===== src/rtl/rtc_bcd_clock.sv =====
// ============================================================================
// Module      : rtc_bcd_clock
// Description : Free-running BCD calendar clock. Loads host time, advances one
//               second every CLK_HZ cycles and carries through min/hour/date/
//               month/year/day-of-week with month lengths and leap years.
// Revision    : 1.0 - initial release
// ============================================================================
`default_nettype none

module rtc_bcd_clock #(
  parameter int CLK_HZ = 32000000
) (
  input  logic        clk,
  input  logic        reset,
  input  logic [63:0] rtc_in,
  input  logic        rtc_load,
  output logic [63:0] rtc_out,
  output logic        sec_tick,
  output logic        rtc_valid
);

  localparam int              PCNT_W   = (CLK_HZ > 2) ? $clog2(CLK_HZ) : 1;
  localparam logic [PCNT_W-1:0] PCNT_MAX = PCNT_W'(CLK_HZ - 1);
  localparam logic [PCNT_W-1:0] PCNT_ONE = PCNT_W'(1);
  localparam logic [63:0]     RTC_RESET = 64'h0001_0001_0100_0000;

  // Prescaler and terminal-count strobe
  logic [PCNT_W-1:0] pcnt;
  logic              adv;

  // Current field views of the running time
  logic [7:0] cur_sec, cur_min, cur_hour, cur_date;
  logic [7:0] cur_mon, cur_year, cur_dow, cur_spare;

  // Carry-chain results
  logic [7:0] nxt_sec, nxt_min, nxt_hour, nxt_date;
  logic [7:0] nxt_mon, nxt_year, nxt_dow;
  logic       sec_wrap, min_wrap, hour_wrap, date_wrap, mon_wrap;
  logic       min_en, hour_en, date_en, mon_en, year_en;
  logic       leap;
  logic [7:0] mlen;
  logic [63:0] rtc_next;

  // BCD increment: units 9 rolls to 0 and bumps the tens digit. Out-of-range
  // digits simply count up; the caller's >= compare catches them later.
  function automatic logic [7:0] bcd_inc(input logic [7:0] v);
    logic [7:0] r;
    if (v[3:0] == 4'h9) begin
      r = {v[7:4] + 4'h1, 4'h0};
    end else begin
      r = {v[7:4], v[3:0] + 4'h1};
    end
    return r;
  endfunction

  // Binary year mod 4 == 0 expressed on BCD digits: 10 is 2 mod 4, so an even
  // tens digit needs units in {0,4,8} and an odd tens digit needs {2,6}.
  function automatic logic is_leap(input logic [7:0] yr);
    logic r;
    if (!yr[4]) begin
      r = (yr[3:0] == 4'h0) || (yr[3:0] == 4'h4) || (yr[3:0] == 4'h8);
    end else begin
      r = (yr[3:0] == 4'h2) || (yr[3:0] == 4'h6);
    end
    return r;
  endfunction

  // Last date of the month in BCD; unknown month codes behave as 31-day months.
  function automatic logic [7:0] month_len(input logic [7:0] mon, input logic lp);
    logic [7:0] r;
    case (mon)
      8'h01, 8'h03, 8'h05, 8'h07,
      8'h08, 8'h10, 8'h12:         r = 8'h31;
      8'h04, 8'h06, 8'h09, 8'h11: r = 8'h30;
      8'h02:                       r = lp ? 8'h29 : 8'h28;
      default:                     r = 8'h31;
    endcase
    return r;
  endfunction

  assign cur_sec   = rtc_out[7:0];
  assign cur_min   = rtc_out[15:8];
  assign cur_hour  = rtc_out[23:16];
  assign cur_date  = rtc_out[31:24];
  assign cur_mon   = rtc_out[39:32];
  assign cur_year  = rtc_out[47:40];
  assign cur_dow   = rtc_out[55:48];
  assign cur_spare = rtc_out[63:56];

  assign adv = (pcnt == PCNT_MAX);

  // Full one-step carry chain from seconds up to year and day-of-week
  always_comb begin
    leap      = is_leap(cur_year);
    mlen      = month_len(cur_mon, leap);

    sec_wrap  = (cur_sec  >= 8'h59);
    min_wrap  = (cur_min  >= 8'h59);
    hour_wrap = (cur_hour >= 8'h23);
    date_wrap = (cur_date >= mlen);
    mon_wrap  = (cur_mon  >= 8'h12);

    min_en    = sec_wrap;
    hour_en   = min_en  & min_wrap;
    date_en   = hour_en & hour_wrap;
    mon_en    = date_en & date_wrap;
    year_en   = mon_en  & mon_wrap;

    nxt_sec   = sec_wrap ? 8'h00 : bcd_inc(cur_sec);

    nxt_min   = cur_min;
    if (min_en) begin
      nxt_min = min_wrap ? 8'h00 : bcd_inc(cur_min);
    end

    nxt_hour  = cur_hour;
    if (hour_en) begin
      nxt_hour = hour_wrap ? 8'h00 : bcd_inc(cur_hour);
    end

    nxt_date  = cur_date;
    if (date_en) begin
      nxt_date = date_wrap ? 8'h01 : bcd_inc(cur_date);
    end

    nxt_mon   = cur_mon;
    if (mon_en) begin
      nxt_mon = mon_wrap ? 8'h01 : bcd_inc(cur_mon);
    end

    nxt_year  = cur_year;
    if (year_en) begin
      nxt_year = (cur_year >= 8'h99) ? 8'h00 : bcd_inc(cur_year);
    end

    // Day-of-week moves once per midnight, i.e. whenever the date is bumped.
    // It is a 1..7 counter, never more than one digit, so a plain +1 suffices.
    nxt_dow   = cur_dow;
    if (date_en) begin
      nxt_dow = (cur_dow >= 8'h07) ? 8'h01 : (cur_dow + 8'h01);
    end

    rtc_next  = {cur_spare, nxt_dow, nxt_year, nxt_mon,
                 nxt_date, nxt_hour, nxt_min, nxt_sec};
  end

  // Prescaler, time register and status flags; reset beats load beats tick
  always_ff @(posedge clk) begin
    if (reset) begin
      pcnt      <= '0;
      rtc_out   <= RTC_RESET;
      sec_tick  <= 1'b0;
      rtc_valid <= 1'b0;
    end else if (rtc_load) begin
      // A load in the terminal-count cycle swallows that tick entirely.
      pcnt      <= '0;
      rtc_out   <= rtc_in;
      sec_tick  <= 1'b0;
      rtc_valid <= 1'b1;
    end else if (adv) begin
      pcnt      <= '0;
      rtc_out   <= rtc_next;
      sec_tick  <= 1'b1;
    end else begin
      pcnt      <= pcnt + PCNT_ONE;
      sec_tick  <= 1'b0;
    end
  end

endmodule

`default_nettype wire


===== config.mk =====
export PLATFORM = sky130hd
export DESIGN_NAME = rtc_bcd_clock
export DESIGN_NICKNAME = d
export VERILOG_FILES = /design/src/rtl/rtc_bcd_clock.sv
export SDC_FILE = /design/constraint.sdc
export NUM_CORES = 1
export LEC_CHECK = 0
export CORE_MARGIN = 3
export CORE_UTILIZATION = 50
export DETAILED_ROUTE_END_ITERATION = 10
export GPL_TIMING_DRIVEN = 0
export PLACE_DENSITY = 0.88
export SLEW_MARGIN = 20
export SYNTH_ARGS = -nofsm -noshare
export SYNTH_HDL_FRONTEND = slang
export SYNTH_SLANG_ARGS = --single-unit

===== constraint.sdc =====
create_clock -name clk -period 3.74 [get_ports clk]
set_input_delay 0.748 -clock clk [delete_from_list [all_inputs] [get_ports clk]]
set_output_delay 0.748 -clock clk [all_outputs]
set_load 0.01 [all_outputs]

After elaboration in Yosys (flattened, before gate mapping)
Cells that the tools add are included.

$add $sub $neg: 14. Order comparisons: 7. Equality and inequality tests: 16. Muxes and demuxes: 25. Bitwise operators: 4. Reductions and logical operators: 30.

Operators by type and width (count): 2-to-1 mux 8 bit (19); 2-to-1 mux 64 bit (1); 2-to-1 mux 56 bit (1); adder 4 x 1 -> 4 bit (second input constant) (12); equality test 4 bit (second input constant) (7); adder 25 x 1 -> 25 bit (second input constant) (1); equality test 25 bit (second input constant) (1); nonzero test 3 bit (6); equality test 8 x 3 -> 1 bit (second input constant) (2); >= comparator 8 x 7 -> 1 bit (second input constant) (2); AND reduction 3 bit (5); AND reduction 2 bit (6); nonzero test 2 bit (6); one-hot mux 5 bit (2 select lines) (1); adder 8 x 1 -> 8 bit (second input constant) (1); equality test 4 x 3 -> 1 bit (second input constant) (2); equality test 8 x 2 -> 1 bit (second input constant) (1); equality test 8 x 4 -> 1 bit (second input constant) (1); equality test 8 x 5 -> 1 bit (second input constant) (1); >= comparator 8 x 3 -> 1 bit (second input constant) (1); >= comparator 8 x 5 -> 1 bit (second input constant) (1); >= comparator 8 x 6 -> 1 bit (second input constant) (1); >= comparator 8 bit (1); >= comparator 8 bit (second input constant) (1); 8 further kinds (15).

Register bits: 91. Bits of input ports: 67. Output and inout bits: 66. Word-level logic and storage cells: 112.

Logic depth before layout (Yosys ltp)
Depth in word-level cells: 12. Mapped depth: 12. Depth with buffers taken out: 11.

Worst setup path before layout
Ideal clock, no wire load.

Kind: reg2reg. From: register rtc_out[32]. To: register rtc_out[46]. Library setup time: 0.092 ns. Data arrival time: 2.744 ns. Data required time: 3.648 ns. Setup slack: 0.904 ns. Stages on the path, launching flop included: 11. Buffers on the path: 1. Clock period less this slack: 2.836 ns. Cell sequence: dfxtp_1 -> clkbuf_1 -> nor3b_1 -> nand2_1 -> o32a_1 -> ha_1 -> nor4b_1 -> o211ai_1 -> o211ai_1 -> or3_1 -> o32ai_1.

Cells in the longest elaborated chain, start to end: 8. Elaborated cells between the ends (all ways): 13. Those cells by class: 2 x order compare; 5 x eq/ne; 1 x mux; 2 x bitwise; 3 x reduce/logical.

Ends and longest elaborated chain: start, declared (RTL line 17) `output logic [63:0] rtc_out,`; start signal, assigned (RTL line 157) `rtc_out <= rtc_in;`; start signal, assigned (RTL line 162) `rtc_out <= rtc_next;`; equality test 8 x 3 -> 1 bit, or another cell as far along (RTL line 71) `case (mon)`; OR reduction 4 bit (RTL line 71); one-hot mux 5 bit (2 select lines) (RTL line 71); >= comparator 8 bit (RTL line 100) `date_wrap = (cur_date >= mlen);`; bitwise AND 1 bit (RTL line 106) `mon_en = date_en & date_wrap;`; bitwise AND 1 bit (*) (RTL line 107) `year_en = mon_en & mon_wrap;`; nonzero test 2 bit (no source line) (*); AND reduction 3 bit (no source line) (*).

Every way passes the cells marked *; elsewhere a longest branch is shown, timed or not. A chain may end at the register's enable or synchronous reset.

Worst setup path after layout
From: register rtc_out[35]. To: register rtc_out[46].

Same word-level chain as after synthesis.

==> impl.org <==
** Status
- The flow ran to the end, and the final reports show no timing, DRC or antenna violations.

** Drt
- The first TritonRoute pass finished after 5 iterations.
- Number of DRC markers after the initial detailed-route iteration :: ~350
- The routed design has around 17000 um of wire.
- Final antenna-violating net count :: 0
- Per-cell via count in the routed design :: 6.10
- Post-DR wirelength/cell :: 18.3 um
- Number of design rule violations left after detail routing :: 0
- Total number of vias :: 5589

** Layout
- Area added between synthesis and finish :: 33.1%
- At the end of the flow, the number of nets in the layout was 866.
- Summing all multi-input logic gate instances after layout gives just over 0.003 mm^2.
- The number of antenna diodes in the final layout is 0.
- Summing all flip-flop and latch instances after layout gives 0.00182 mm^2.
- Measured on the finished design, the core utilization comes to 0.694.
- Counting the fill cells in the layout gives 832.
- Of the cells placed in the final design, the portion with a size suffix greater than 1 is 0.0575.

** Clock tree
- The H-tree was split into 3 levels.
- Worst-skew pair later-pin latency :: 0.37 ns
- The clock net in this run drives a total of 91 sinks.
- Cts hold-fix bufs :: 0
- Clock transition at the registers of the reported paths :: 0.09 ns
- The longest clock path from root to sink contains 2 buffers.
- The cell sitting at the root of the clock tree is a sky130_fd_sc_hd__clkbuf_8.
- Number of buffers created by CTS :: 9
- TritonCTS clock tree :: done

** Min path
- The path with the worst hold slack has its endpoint at pcnt[0]$_SDFF_PP0_.
- Type of the most critical hold path :: flop to flop
- Worst Hold Launch :: pcnt[0]$_SDFF_PP0_
- Along the worst hold path, the cell count comes to 1.

** Setup path
- For this run, the slowest stage of the critical path takes 0.47 ns.
- Setup slack on the worst flop-to-flop path :: between 0.2 and 0.3 ns
- Slowest CP cell :: sky130_fd_sc_hd__or3_1
- Chain of cells forming the critical path :: clkbuf_1 > nor4_1 > nand2_1 > nor3b_1 > inv_1 > ha_1 > nand3_1 > o211ai_1 > o211ai_1 > or3_1 > o32ai_1
- Crit Path Class :: flop to flop
- Critical-path maximum fanout :: 8
- At the worst endpoint, the required time is 4.01 ns.
- Data arrival time of the worst path :: about 3.7 ns
- Worst R2R Start :: rtc_out[35]$_SDFFE_PP0P_
- For the worst flop-to-flop path, the logic depth is 11.
- The endpoint identified for the worst register-to-register timing path is rtc_out[46]$_SDFFE_PP0P_.
- Counting both buffers and inverters, the worst setup path holds a total of 2.
- Endpoint class of the critical path :: flop
- Cell family with most CP delay :: simple AND/OR/NAND/NOR gates
- Dominant cell type by count on the critical path :: sky130_fd_sc_hd__o211ai_1
- STA classifies the critical path startpoint as a flop.

** Floorplanning
- In this run the vertical extent of the chip is 108 um.
- Count of boundary I/O pins :: 133
- In this run the horizontal extent of the chip is 108 um.
- After floorplanning, the core was divided into 36 placement rows.
- Core footprint :: 0.00991 mm^2
- The die covers roughly 0.012 mm^2.
- For this configuration, the core starts out at a cell density of 0.522.

** Global route
- In the global route stage, overall resource usage came out at 0.288.
- For met2 alone, demand over resource in global routing was 0.482.
- Global-route congestion overflow total :: 0
- First-pass GRT wire length :: between 20000 and 30000 um
- The via count of the first global-routing pass came to around 5500.
- In the global route stage, met1 resource usage came out at 0.363.
- For this run, global-route usage on met3 was measured as 0.0576.
- The global routing stage identified its most utilized layer as met2.
- Entering global routing, the biggest net connects 15 pins.
- Number of antenna violations at the first check in global routing :: 0

** Synthesis
- When the netlist entered floorplanning its net count stood at 718.
- Most instantiated flip-flop cell in the synthesis netlist :: sky130_fd_sc_hd__dfxtp_1
- Number of storage elements in the synthesis netlist :: 91
- Yosys cell types :: 73
- Yosys printed 0 warnings.
- The mapped netlist covers approximately 0.0052 mm^2.
- After technology mapping, the gate count stands at 630.
- Dividing the synthesized area by the synthesized cell count gives around 8.2 um^2.
- Of all flip-flops after synthesis, the portion carrying an async set or reset was 0.
- Number of enable flip-flop cells after synthesis :: 0
- Share of synthesized area occupied by flip-flops and latches :: 0.352

** Pwr
- IR analysis of the VDD net gives a maximum drop of between 0.15 and 0.2 mV.
- Total leakage power :: 2.48 nW
- Power spread over the standard cell area amounts to 327 mW/mm^2.

** Placed design
- After legalization and detailed placement, the total HPWL measured 12500 um.
- Input and output buffers added on the ports amount to 131.
- Routability-driven placement finished with a final weighted congestion of 0.948.

** STA
- Timing would allow up to slightly below 300 MHz.
- Setup violations remaining at the end of the flow were counted as 0.
- RSZ-0062 raised after global routing :: no
- In this run the tightest slew margin relative to its limit is 0.531.
- The count of final max-slew check failures was 0.
- TNS Setup :: 0 ns
- Transition time of the tightest slew-check pin :: 0.704 ns
- Between clock sinks in the finished design, the worst skew comes to 0.0139 ns.
- Number of hold violations in the final report :: 0
- Final critical-path share of the clock period :: 0.922
- The worst path needs 3.45 ns of the cycle, external delays included.

** Job
- Number of max-cap violations :: 0
## registers in the layout (all words and copies together), names as in the netlist
signal     count
pcnt          25
rtc_valid      1
sec_tick       1
rtc_out       64
## final cells by class
cell class	count	area share
timing repair buffer	137	0.197
buffer	36	0.0222
tap	133	0.0242
sequential	91	0.265
clock buffer	13	0.0245
clock inverter	3	0.00309
multi-input combinational	481	0.452
inverter	22	0.0120
## placed cells by master (no fill, tap or decap), types with 7 or more instances in the layout
master                            instances
sky130_fd_sc_hd__clkdlybuf4s50_1        131
sky130_fd_sc_hd__dfxtp_1                 91
sky130_fd_sc_hd__nor2_1                  68
sky130_fd_sc_hd__nand2_1                 56
sky130_fd_sc_hd__a21oi_1                 42
sky130_fd_sc_hd__o21ai_0                 27
sky130_fd_sc_hd__clkbuf_1                25
sky130_fd_sc_hd__nand3_1                 24
sky130_fd_sc_hd__xnor2_1                 22
sky130_fd_sc_hd__inv_1                   21
sky130_fd_sc_hd__a211oi_1                21
sky130_fd_sc_hd__ha_1                    21
sky130_fd_sc_hd__nor3_1                  19
sky130_fd_sc_hd__nor4_1                  12
sky130_fd_sc_hd__clkbuf_8                12
sky130_fd_sc_hd__mux2i_1                 11
sky130_fd_sc_hd__and3_1                   9
sky130_fd_sc_hd__buf_4                    9
sky130_fd_sc_hd__xor2_1                   7
sky130_fd_sc_hd__o211ai_1                 7
sky130_fd_sc_hd__o31ai_1                  7
sky130_fd_sc_hd__nand4_1                  7
sky130_fd_sc_hd__a22oi_1                  7
## cells in the mapped netlist, drive strengths merged, types with 7 or more instances
| cell type | instances | area [um^2] |
|---|---|---|
| mux2i | 11 | 110 |
| a211oi | 21 | 158 |
| clkbuf | 24 | 90.1 |
| nand4 | 8 | 56.3 |
| o31ai | 9 | 86.3 |
| a21oi | 42 | 210 |
| and3 | 9 | 56.3 |
| nand3 | 24 | 120 |
| ha | 21 | 263 |
| nand2 | 57 | 216 |
| xnor2 | 22 | 193 |
| o21ai | 33 | 165 |
| nor2 | 68 | 255 |
| o211ai | 7 | 52.6 |
| a22oi | 7 | 52.6 |
| inv | 22 | 82.6 |
| buf | 12 | 62.6 |
| dfxtp | 91 | 1820 |
| nor3 | 21 | 121 |
| xor2 | 7 | 61.3 |
| nor4 | 12 | 75.1 |
## what timing repair did
action / 4_1_cts / 5_1_grt
gates resized for setup: 0 / 0
endpoints found under the setup margin: 0 / 5
buffers inserted: 0 / 6
## per-stage QoR
stage	setup slack (ns)	hold slack, ns	total power [mW]	instances	cell area [um^2]
global route	0.0100	0.516	2.35	916	6880
detailed placement	0.276	0.470	1.60	894	6650
CTS	0.259	0.493	2.24	910	6840
finish	0.292	0.489	2.25	916	6880
floorplan	0.904	0.437	1.35	630	5170
global placement	0.364	0.456	1.59	894	6650
## report_power, final
| group | internal, mW | switching [mW] | total [mW] |
|---|---|---|---|
| Combinational | 0.257 | 0.267 | 0.524 |
| Clock | 0.297 | 0.359 | 0.656 |
| Sequential | 1.02 | 0.0585 | 1.07 |
| Total | 1.57 | 0.684 | 2.25 |
## cells by family (layout without fill, tap and decap cells)
group	count (synthesis)	after routing	synth area share
AO/OA/AOI/OAI	171	171	0.230
XOR/XNOR	29	29	0.0491
adder cells (fa/ha/maj)	21	21	0.0508
buffers and inverters	58	211	0.0455
flip-flops	91	91	0.352
multiplexers	12	12	0.0235
AND/OR/NAND/NOR	248	248	0.248
## per-layer routing
layer  routed length [um]  part of all wire  up-vias
met1                 6700              0.40     2610
li1                     -                 -     2627
met5                    0                 0        -
met4                  452             0.027        0
met3                 1610             0.096       45
met2                 8010              0.48      307
## how the worst max path moves through the flow
stage	from	endpoint	slack (ns)	cells past startpoint
after global routing	rtc_out[35]$_SDFFE_PP0P_	rtc_out[46]$_SDFFE_PP0P_	0.01	11
after global placement	rtc_out[41]$_SDFFE_PP0P_	rtc_out[46]$_SDFFE_PP0P_	0.36	12
after CTS	rtc_out[41]$_SDFFE_PP0P_	rtc_out[46]$_SDFFE_PP0P_	0.26	12
final	rtc_out[35]$_SDFFE_PP0P_	rtc_out[46]$_SDFFE_PP0P_	0.29	11
after floorplan	rtc_out[32]$_SDFFE_PP1P_	rtc_out[46]$_SDFFE_PP0P_	0.90	10
after detailed placement	rtc_out[41]$_SDFFE_PP0P_	rtc_out[46]$_SDFFE_PP0P_	0.28	12
Note: power is estimated with default switching activity, not from simulation.
